`src/rtl/lsu_mem_master.sv`:
```
// Requester-side load/store unit for a word-addressed data memory.
// Handles one CPU request at a time. Loads that straddle a word boundary
// become two word reads. Misaligned stores become a sequence of byte
// writes. Load data is lane-extracted and then sign- or zero-extended.
module lsu_mem_master #(
  parameter int ADDR_WIDTH        = 32,
  parameter int RAM_ADDRESS_WIDTH = 16,
  parameter int DATA_WIDTH        = 32
) (
  input  logic                         clk,
  input  logic                         rst_n,
  input  logic                         req_valid,
  output logic                         req_ready,
  input  logic                         req_we,
  input  logic [ADDR_WIDTH-1:0]        req_addr,
  input  logic [DATA_WIDTH-1:0]        req_wdata,
  input  logic [2:0]                   req_funct3,
  output logic                         resp_valid,
  output logic [DATA_WIDTH-1:0]        resp_rdata,
  output logic                         resp_err,
  output logic [RAM_ADDRESS_WIDTH-1:0] A,
  output logic                         WE,
  output logic [DATA_WIDTH-1:0]        WD,
  output logic [1:0]                   dataType,
  input  logic [DATA_WIDTH-1:0]        RD
);
  localparam int AW = RAM_ADDRESS_WIDTH;
  localparam int DW = DATA_WIDTH;

  typedef enum logic [2:0] {S_IDLE, S_RD0, S_RD1, S_WR, S_RESP} state_e;

  state_e          state_q, state_d;
  logic [2:0]      cnt_q, cnt_d;
  logic            we_q, mis_q, cross_q, err_q;
  logic [2:0]      f3_q;
  logic [AW-1:0]   addr_q;
  logic [DW-1:0]   wdata_q, w0_q, w1_q;

  // Only the memory-side address bits matter; the upper CPU bits are dropped.
  logic unused_addr_hi;
  assign unused_addr_hi = ^req_addr[ADDR_WIDTH-1:AW];

  // Access size in bytes from funct3[1:0]: 00 byte, 01 half, else word.
  function automatic logic [2:0] f3_size(input logic [1:0] f);
    case (f)
      2'b00:   f3_size = 3'd1;
      2'b01:   f3_size = 3'd2;
      default: f3_size = 3'd4;
    endcase
  endfunction

  // Request classification on the incoming fields, used at accept.
  logic [2:0] req_size;
  logic       req_cross, req_mis, req_inv, accept;
  always_comb begin
    req_size  = f3_size(req_funct3[1:0]);
    req_cross = ({1'b0, req_addr[1:0]} + req_size) > 3'd4;
    req_mis   = (req_funct3[1:0] == 2'b01 && req_addr[0]) ||
                (req_funct3[1:0] == 2'b10 && req_addr[1:0] != 2'b00);
    if (req_we) req_inv = req_funct3[2] || req_funct3[1:0] == 2'b11;
    else        req_inv = req_funct3 == 3'b011 || req_funct3 == 3'b110 ||
                          req_funct3 == 3'b111;
    accept    = req_valid && state_q == S_IDLE;
  end

  // Load result: shift the two captured words down to the addressed byte,
  // then extend from the access size. funct3[2] selects zero-extension.
  logic [2*DW-1:0] ld_sh;
  logic [DW-1:0]   ld_ext;
  logic            sx;
  always_comb begin
    ld_sh = {w1_q, w0_q} >> {addr_q[1:0], 3'b000};
    sx    = !f3_q[2];
    case (f3_q[1:0])
      2'b00:   ld_ext = {{(DW-8){sx & ld_sh[7]}}, ld_sh[7:0]};
      2'b01:   ld_ext = {{(DW-16){sx & ld_sh[15]}}, ld_sh[15:0]};
      default: ld_ext = ld_sh[DW-1:0];
    endcase
  end

  // Next state and memory/response outputs. Everything is forced low while
  // rst_n is asserted so an in-flight write cannot fire during reset.
  logic [2:0] last_cnt;
  always_comb begin
    state_d    = state_q;
    cnt_d      = cnt_q;
    req_ready  = 1'b0;
    resp_valid = 1'b0;
    resp_err   = 1'b0;
    resp_rdata = '0;
    A          = '0;
    WE         = 1'b0;
    WD         = '0;
    dataType   = 2'b00;
    last_cnt   = f3_size(f3_q[1:0]) - 3'd1;
    case (state_q)
      S_IDLE: begin
        req_ready = 1'b1;
        cnt_d     = 3'd0;
        if (req_valid) begin
          if (req_inv)     state_d = S_RESP;
          else if (req_we) state_d = S_WR;
          else             state_d = S_RD0;
        end
      end
      S_RD0: begin
        A       = {addr_q[AW-1:2], 2'b00};
        state_d = cross_q ? S_RD1 : S_RESP;
      end
      S_RD1: begin
        A       = {addr_q[AW-1:2], 2'b00} + AW'(4);
        state_d = S_RESP;
      end
      S_WR: begin
        WE = 1'b1;
        if (mis_q) begin
          A        = addr_q + AW'(cnt_q);
          dataType = 2'b01;
          WD       = {{(DW-8){1'b0}}, wdata_q[cnt_q[1:0]*8 +: 8]};
          if (cnt_q == last_cnt) state_d = S_RESP;
          else                   cnt_d   = cnt_q + 3'd1;
        end else begin
          A       = addr_q;
          WD      = wdata_q;
          case (f3_q[1:0])
            2'b00:   dataType = 2'b01;
            2'b01:   dataType = 2'b10;
            default: dataType = 2'b00;
          endcase
          state_d = S_RESP;
        end
      end
      S_RESP: begin
        resp_valid = 1'b1;
        resp_err   = err_q;
        resp_rdata = (err_q || we_q) ? '0 : ld_ext;
        state_d    = S_IDLE;
      end
      default: state_d = S_IDLE;
    endcase
    if (!rst_n) begin
      req_ready  = 1'b0;
      resp_valid = 1'b0;
      resp_err   = 1'b0;
      resp_rdata = '0;
      A          = '0;
      WE         = 1'b0;
      WD         = '0;
      dataType   = 2'b00;
    end
  end

  // State, request capture at accept, and read-data capture in RD0/RD1.
  always_ff @(posedge clk) begin
    if (!rst_n) begin
      state_q <= S_IDLE;
      cnt_q   <= '0;
      we_q    <= 1'b0;
      mis_q   <= 1'b0;
      cross_q <= 1'b0;
      err_q   <= 1'b0;
      f3_q    <= '0;
      addr_q  <= '0;
      wdata_q <= '0;
      w0_q    <= '0;
      w1_q    <= '0;
    end else begin
      state_q <= state_d;
      cnt_q   <= cnt_d;
      if (accept) begin
        we_q    <= req_we;
        f3_q    <= req_funct3;
        addr_q  <= req_addr[AW-1:0];
        wdata_q <= req_wdata;
        mis_q   <= req_mis;
        cross_q <= req_cross;
        err_q   <= req_inv;
      end
      if (state_q == S_RD0) w0_q <= RD;
      if (state_q == S_RD1) w1_q <= RD;
    end
  end
endmodule

```
`config.mk`:
```
export PLATFORM = sky130hd
export DESIGN_NAME = lsu_mem_master
export DESIGN_NICKNAME = d
export VERILOG_FILES = /design/src/rtl/lsu_mem_master.sv
export SDC_FILE = /design/constraint.sdc
export NUM_CORES = 1
export LEC_CHECK = 0
export BUFFER_PORTS_ARGS = -buffer_cell sky130_fd_sc_hd__clkbuf_2
export CORE_ASPECT_RATIO = 0.75
export CORE_UTILIZATION = 50
export CTS_BUF_LIST = sky130_fd_sc_hd__clkbuf_4
export CTS_CLUSTER_DIAMETER = 50
export DETAILED_ROUTE_END_ITERATION = 10
export PLACE_DENSITY = 0.76
export SYNTH_ARGS = -nofsm -noshare
export SYNTH_HDL_FRONTEND = slang
export SYNTH_SLANG_ARGS = --single-unit
```
`constraint.sdc`:
```
create_clock -name clk -period 6.4 [get_ports clk]
set_input_delay 0.64 -clock clk [delete_from_list [all_inputs] [get_ports clk]]
set_output_delay 0.64 -clock clk [all_outputs]
set_load 0.005 [all_outputs]
```
==> impl_metrics.yaml, run 1 <==
outcome:
  status: "completed"
run:
  maxCapViolCount: 0
yosys:
  synth_area_per_cell_um2: 8.062
  syn_area_um2: 7078
  yosysUniqueCellTypes: 60
  synthCells: 878
  synth_seq_area_share: 0.3309
  synth_flop_cell: "dfxtp_1"
  syn-num-nets: 991
  synth_edf_count: 0
  yosysWarnings: 0
  synthArstFlopShare: 0
  ys_ff_latch: 117
sta:
  period_minus_slack_ns: 4.012
  worst_clock_skew_ns: 0.02032
  finalSetupTns_ns: 0
  rsz0062_at_grt: "no"
  fmax_ghz: 0.2492
  fin_crit_sh: 0.6269
  timing.final.ws_setup_ns: 2.388
  hold_viol: 0
  relSlewSlack: 0.3009
  slew_violations: 0
  setup_viol: 0
  max_slew.worst_pin.slew_ns: 1.049
drt:
  wl_um: 19590
  drc: 0
  ant_nets: 0
  drt_iter0_drc: 457
  detail_route.wl_per_cell_um: 16.46
  num_vias: 6683
  dr.pass1.iters: 5
  routed_via_density: 5.616
pwr:
  power_frac_clock: 0.356
  p_per_area_nw_per_um2: 200.7
  seqPwrFrac: 0.493
  p_leak_nw: 3.229
  irDropWorstVdd_v: 0.00009646
  p_sw_w: 0.0005009
  p_total_w: 0.001643
  share_comb_of_total_power: 0.150
  internal_power_w: 0.001143
  swShare: 0.3048
floorplanning:
  io_pins: 189
  die_h_um: 105.0
  dieArea_um2: 14640
  core_area_um2: 13750
  start_util: 0.5148
  num_rows: 37
  die_x_um: 139.4
setup_path:
  path_delay_family: "adder cells"
  worstPathRequired_ns: 5.76
  cp_slowest_cell: "buf_4"
  start_kind: "register"
  crit_fanout: 35
  slowest_delay_ns: 0.46
  end_kind: "output pin"
  path_buf_inv: 3
  path_class: "register to output pin"
  path_cells: "buf_4, ha_1, inv_1, fa_1, nor2b_1, o211a_1, a22oi_1, or3_1, a21oi_1, clkbuf_2"
  cp.arrival_ns: 3.37
cells_and_area:
  drive_gt1_frac: 0.2621
  antenna_cells: 0
  nets: 1115
  regArea_um2: 2344
  area_growth_pct: 15.72
  multi_input_area_um2: 4314
  fill_cells: 1294
grt:
  grt_pass1_vias: 6099
  grt_usage: 0.2707
  grt_max_degree: 103
  grt_pass1_wl_um: 31490
  antenna_found_initial: 0
  grt-ovfl-total: 0
min_path:
  hold_class: "primary input to register"
clock_network:
  clock_sinks: 117
  clk_root_buffer_cell: "clkbuf_4"
  cts_made_buffers: 17
  cts_tree: "done"
  ctsHoldBuffers: 0
  cts.repair.resized: 0
  clkTransAtPathRegs_ns: 0.13
  htree_levels: 4
  cts_buffer_depth: 2
  cts_setup_buffers: 0
  insertion_delay_ns: 0.52
place:
  dp_slack_ns: 2.757
  portBuffers: 172
  place_congestion: 0.9048
  dp_hpwl_um: 13440
-- per-stage QoR --
stage / area [um^2] / hold slack, ns / util / instances
3_5_place_dp: 7884 / 0.4578 / 0.5734 / 1158
4_1_cts: 8190 / 0.3012 / 0.5957 / 1190
2_1_floorplan: 7078 / 0.4395 / - / 878
5_1_grt: 8190 / 0.3117 / 0.5957 / 1190
6_report: 8190 / 0.3407 / 0.5957 / 1190
3_3_place_gp: 7884 / 0.4518 / 0.5734 / 1158
-- synthesized netlist by cell type, types with 8 or more instances --
master / count / area share
mux4_2: 32 / 0.10
clkbuf_1: 37 / 0.020
inv_1: 26 / 0.014
nor2_1: 17 / 0.0090
nand2b_1: 8 / 0.0071
mux2i_1: 11 / 0.016
a21boi_0: 112 / 0.12
dfxtp_1: 117 / 0.33
a21oi_2: 10 / 0.012
buf_2: 28 / 0.020
a21oi_1: 36 / 0.025
nor2b_1: 11 / 0.0097
nand3_1: 12 / 0.0085
nand2_1: 254 / 0.13
and3_1: 26 / 0.023
o21ai_0: 30 / 0.021
ha_1: 8 / 0.014
-- cells in the final DEF (no fill, tap or decap), types with 5 or more instances in the layout --
cell | synthesis | final
a21boi_0 | 112 | 112
nand2_1 | 254 | 254
and3_1 | 26 | 26
mux2i_1 | 11 | 11
inv_1 | 26 | 26
buf_4 | 0 | 6
nand3_1 | 12 | 12
mux4_2 | 32 | 32
o211ai_1 | 6 | 6
clkbuf_4 | 0 | 17
a211oi_1 | 5 | 5
or3_1 | 7 | 7
nor2b_1 | 11 | 11
nor3_1 | 6 | 6
clkbuf_2 | 1 | 171
a21oi_1 | 36 | 36
o21ai_0 | 30 | 30
dfxtp_1 | 117 | 116
a31oi_1 | 7 | 7
nand2b_1 | 8 | 8
xor2_1 | 7 | 7
nor2_1 | 17 | 17
a21oi_2 | 10 | 10
ha_1 | 8 | 8
-- registers in the layout (all words and copies together), names as in the netlist --
signal	flops
w1_q	24
we_q	1
w0_q	32
err_q	1
state_q	3
f3_q	3
wdata_q	32
cross_q	1
mis_q	1
cnt_q	3
addr_q	16
-- cells by family (layout without fill, tap and decap cells) --
logic type / after synthesis / count (layout) / synth area share
AND/OR/NAND/NOR: 369 / 369 / 0.2316
AO/OA/AOI/OAI: 228 / 228 / 0.2233
flip-flops: 117 / 117 / 0.3309
buffers and inverters: 100 / 237 / 0.06134
multiplexers: 43 / 43 / 0.1174
XOR/XNOR: 11 / 11 / 0.01573
adder cells (fa/ha/maj): 10 / 10 / 0.01980
-- layer usage --
layer | global-route usage | part of all wire | vias to the layer above
met4 | 0.07857 | 0.015 | 0
li1 | - | - | 3284
met2 | 0.4020 | 0.43 | 232
met3 | 0.04445 | 0.063 | 29
met1 | 0.4005 | 0.49 | 3138
met5 | 0 | 0 | -
-- power groups by stage --
stage          combinational, W  sequential [W]  clock, W
3_5_place_dp           0.000246        0.000826         0
5_1_grt                0.000276        0.000817  0.000629
6_report               0.000247        0.000811  0.000585
2_1_floorplan          0.000188        0.000803         0
3_3_place_gp           0.000242        0.000824         0
4_1_cts                0.000247        0.000810  0.000593
-- worst paths after layout --
kind | startpoint | to | slack (ns) | depth (start not counted)
max | addr_q[0] | A[8] | 2.39 | 10
min | req_wdata[17] | wdata_q[17] | 0.34 | 3
max reg2reg | f3_q[1] | cnt_q[2] | 3.53 | 7
min reg2reg | w1_q[19] | w1_q[19] | 0.47 | 2
-- worst reg2reg max path, cell delays in order (launching register included) --
cell and delay, ns:
dfxtp_1 0.39, nand2b_1 0.24, ha_1 0.86, xor3_1 0.46, a211oi_1 0.35, nor3b_1 0.13, xor2_1 0.16, and3_1 0.18
-- layout make-up --
cell class / count / area share
Multi-Input combinational cell: 661 / 0.5267
Sequential cell: 117 / 0.2861
Clock inverter: 15 / 0.02185
Tap cell: 175 / 0.02673
Timing Repair Buffer: 178 / 0.1106
Clock buffer: 17 / 0.01558
Inverter: 27 / 0.01237
No activity file was read; power rests on OpenSTA's default activity.
==> run 2: changes to the inputs <==
==> constraint.sdc (replaced) <==
create_clock -name clk -period 4 [get_ports clk]
set_input_delay 0.4 -clock clk [delete_from_list [all_inputs] [get_ports clk]]
set_output_delay 0.4 -clock clk [all_outputs]
set_load 0.005 [all_outputs]
==> impl_metrics.yaml, run 2 (synthesized netlist as in run 1, its figures left out) <==
sta:
  relSlewSlack: 0.2857
  rsz0062_at_grt: "no"
  worst_clock_skew_ns: 0.01508
  hold_viol: 0
  max_slew.worst_pin.slew_ns: 1.071
  period_minus_slack_ns: 3.629
  fin_crit_sh: 0.9072
  slew_violations: 0
  fmax_ghz: 0.2756
  timing.final.ws_setup_ns: 0.3713
  setup_viol: 0
  finalSetupTns_ns: 0
cells_and_area:
  final_common_cell: "nand2_1"
  nets: 1119
  final_cell_mix: "254 x nand2_1, 171 x clkbuf_2, 116 x dfxtp_1, 112 x a21boi_0, 36 x a21oi_1"
  drive_gt1_frac: 0.2640
  antenna_cells: 0
  area_growth_pct: 16.03
  reg_top3: "w0_q x32, wdata_q x32, w1_q x24"
  final_util: 0.5973
setup_path:
  cp_slowest_cell: "dfxtp_1"
  path_class: "register to output pin"
  worstPathRequired_ns: 3.60
  cp.arrival_ns: 3.23
  r2r-end: "cnt_q[2]"
  reg2regPathDepth: 7
  path_cells: "ha_1, inv_1, fa_1, nor2b_1, o211a_1, a22oi_1, or3_1, a21oi_1, clkbuf_2"
  path_delay_family: "adder cells"
  end_kind: "output pin"
  crit_fanout: 16
  start_kind: "register"
  r2r-start: "f3_q[1]"
  path_depth: 9
  slowest_delay_ns: 0.67
  path_buf_inv: 2
  r2r_slack_ns: 1.23
  worstSetupStartpoint: "cnt_q[0]"
  cp-endpoint: "A[8]"
grt:
  grt_usage: 0.2717
  grt_pass1_wl_um: 31420
  gr-max-usage-layer: "met2"
  met3_usage: 0.05958
  antenna_found_initial: 0
  grt_pass1_vias: 6130
  grt-ovfl-total: 0
  grt_util_met1: 0.3885
  globalRouteMet2Util: 0.4110
  grt_max_degree: 66
floorplanning:
  start_util: 0.5148
  die_x_um: 139.4
  num_rows: 37
  dieArea_um2: 14640
  io_pins: 189
  die_h_um: 105.0
  core_area_um2: 13750
clock_network:
  cts_setup_buffers: 0
  clk_root_buffer_cell: "clkbuf_4"
  cts.repair.resized: 0
  clkTransAtPathRegs_ns: 0.12
  cts_made_buffers: 17
  cts_tree: "done"
  htree_levels: 4
  cts_buffer_depth: 2
  ctsHoldBuffers: 0
  insertion_delay_ns: 0.52
  clock_sinks: 117
pwr:
  p_per_area_nw_per_um2: 319.8
  internal_power_w: 0.001840
  power_frac_clock: 0.355
  swShare: 0.2996
  share_comb_of_total_power: 0.152
  seqPwrFrac: 0.493
  p_sw_w: 0.0007869
  p_leak_nw: 3.248
  irDropWorstVdd_v: 0.0001924
drt:
  drc: 0
  ant_nets: 0
  dr.pass1.iters: 7
  wl_um: 19630
  num_vias: 6773
  drt_iter0_drc: 550
  routed_via_density: 5.673
  detail_route.wl_per_cell_um: 16.44
outcome:
  status: "completed"
place:
  portBuffers: 172
  dp_slack_ns: 0.9545
  dp_hpwl_um: 13820
  place_congestion: 0.9239
min_path:
  hold_class: "primary input to register"
  min_from: "req_wdata[12]"
run:
  maxCapViolCount: 0
-- run 2: changes by cell type in the layout (fill, tap and decap cells not counted), sizes merged --
cell and change:
clkinv -2, buf +4, clkbuf +2
-- run 2: metal layers --
metal,share of wire,vias up
met5,0,-
met4,0.016,0
met3,0.081,30
met2,0.44,269
met1,0.47,3171
li1,-,3303
-- run 2: worst register-to-register path, delay by kind of cell, from the launching register on --
family / cells / cell delay (ns)
AO/OA/AOI/OAI: 1 / 0.31
adder cells (fa/ha/maj): 1 / 0.85
XOR/XNOR: 2 / 0.60
AND/OR/NAND/NOR: 3 / 0.54
flip-flops: 1 / 0.38
-- run 2: power groups by stage --
stage | logic [W] | clock network (W) | registers, W
after detailed placement | 0.000400 | 0 | 0.00132
after global placement | 0.000391 | 0 | 0.00132
after global routing | 0.000446 | 0.000995 | 0.00130
after CTS | 0.000400 | 0.000937 | 0.00129
final | 0.000400 | 0.000932 | 0.00129
after floorplan | 0.000301 | 0 | 0.00128
-- run 2: worst min-delay path by stage --
stage	cells past startpoint	slack [ns]	end
after floorplan	2	0.44	we_q
after global placement	2	0.45	w1_q[18]
after detailed placement	2	0.45	we_q
after CTS	3	0.07	wdata_q[16]
after global routing	3	0.06	wdata_q[12]
final	3	0.09	wdata_q[12]
-- run 2: layout make-up --
cell class | count | area [um^2]
Timing Repair Buffer | 182 | 935.9
Clock buffer | 19 | 142.6
Tap cell | 175 | 219.0
Fill cell | 1293 | 5537
Clock inverter | 13 | 156.4
Inverter | 27 | 101.3
Sequential cell | 117 | 2344
Multi-Input combinational cell | 661 | 4314
-- run 2: stage by stage --
step / cells / power, W / hold slack [ns] / cell area, um^2
after floorplan: 878 / 0.001586 / 0.4395 / 7078
after global placement: 1162 / 0.001708 / 0.4495 / 7914
after global routing: 1194 / 0.002745 / 0.06334 / 8213
after detailed placement: 1162 / 0.001719 / 0.4535 / 7914
after CTS: 1194 / 0.002631 / 0.06901 / 8213
final: 1194 / 0.002627 / 0.08792 / 8213
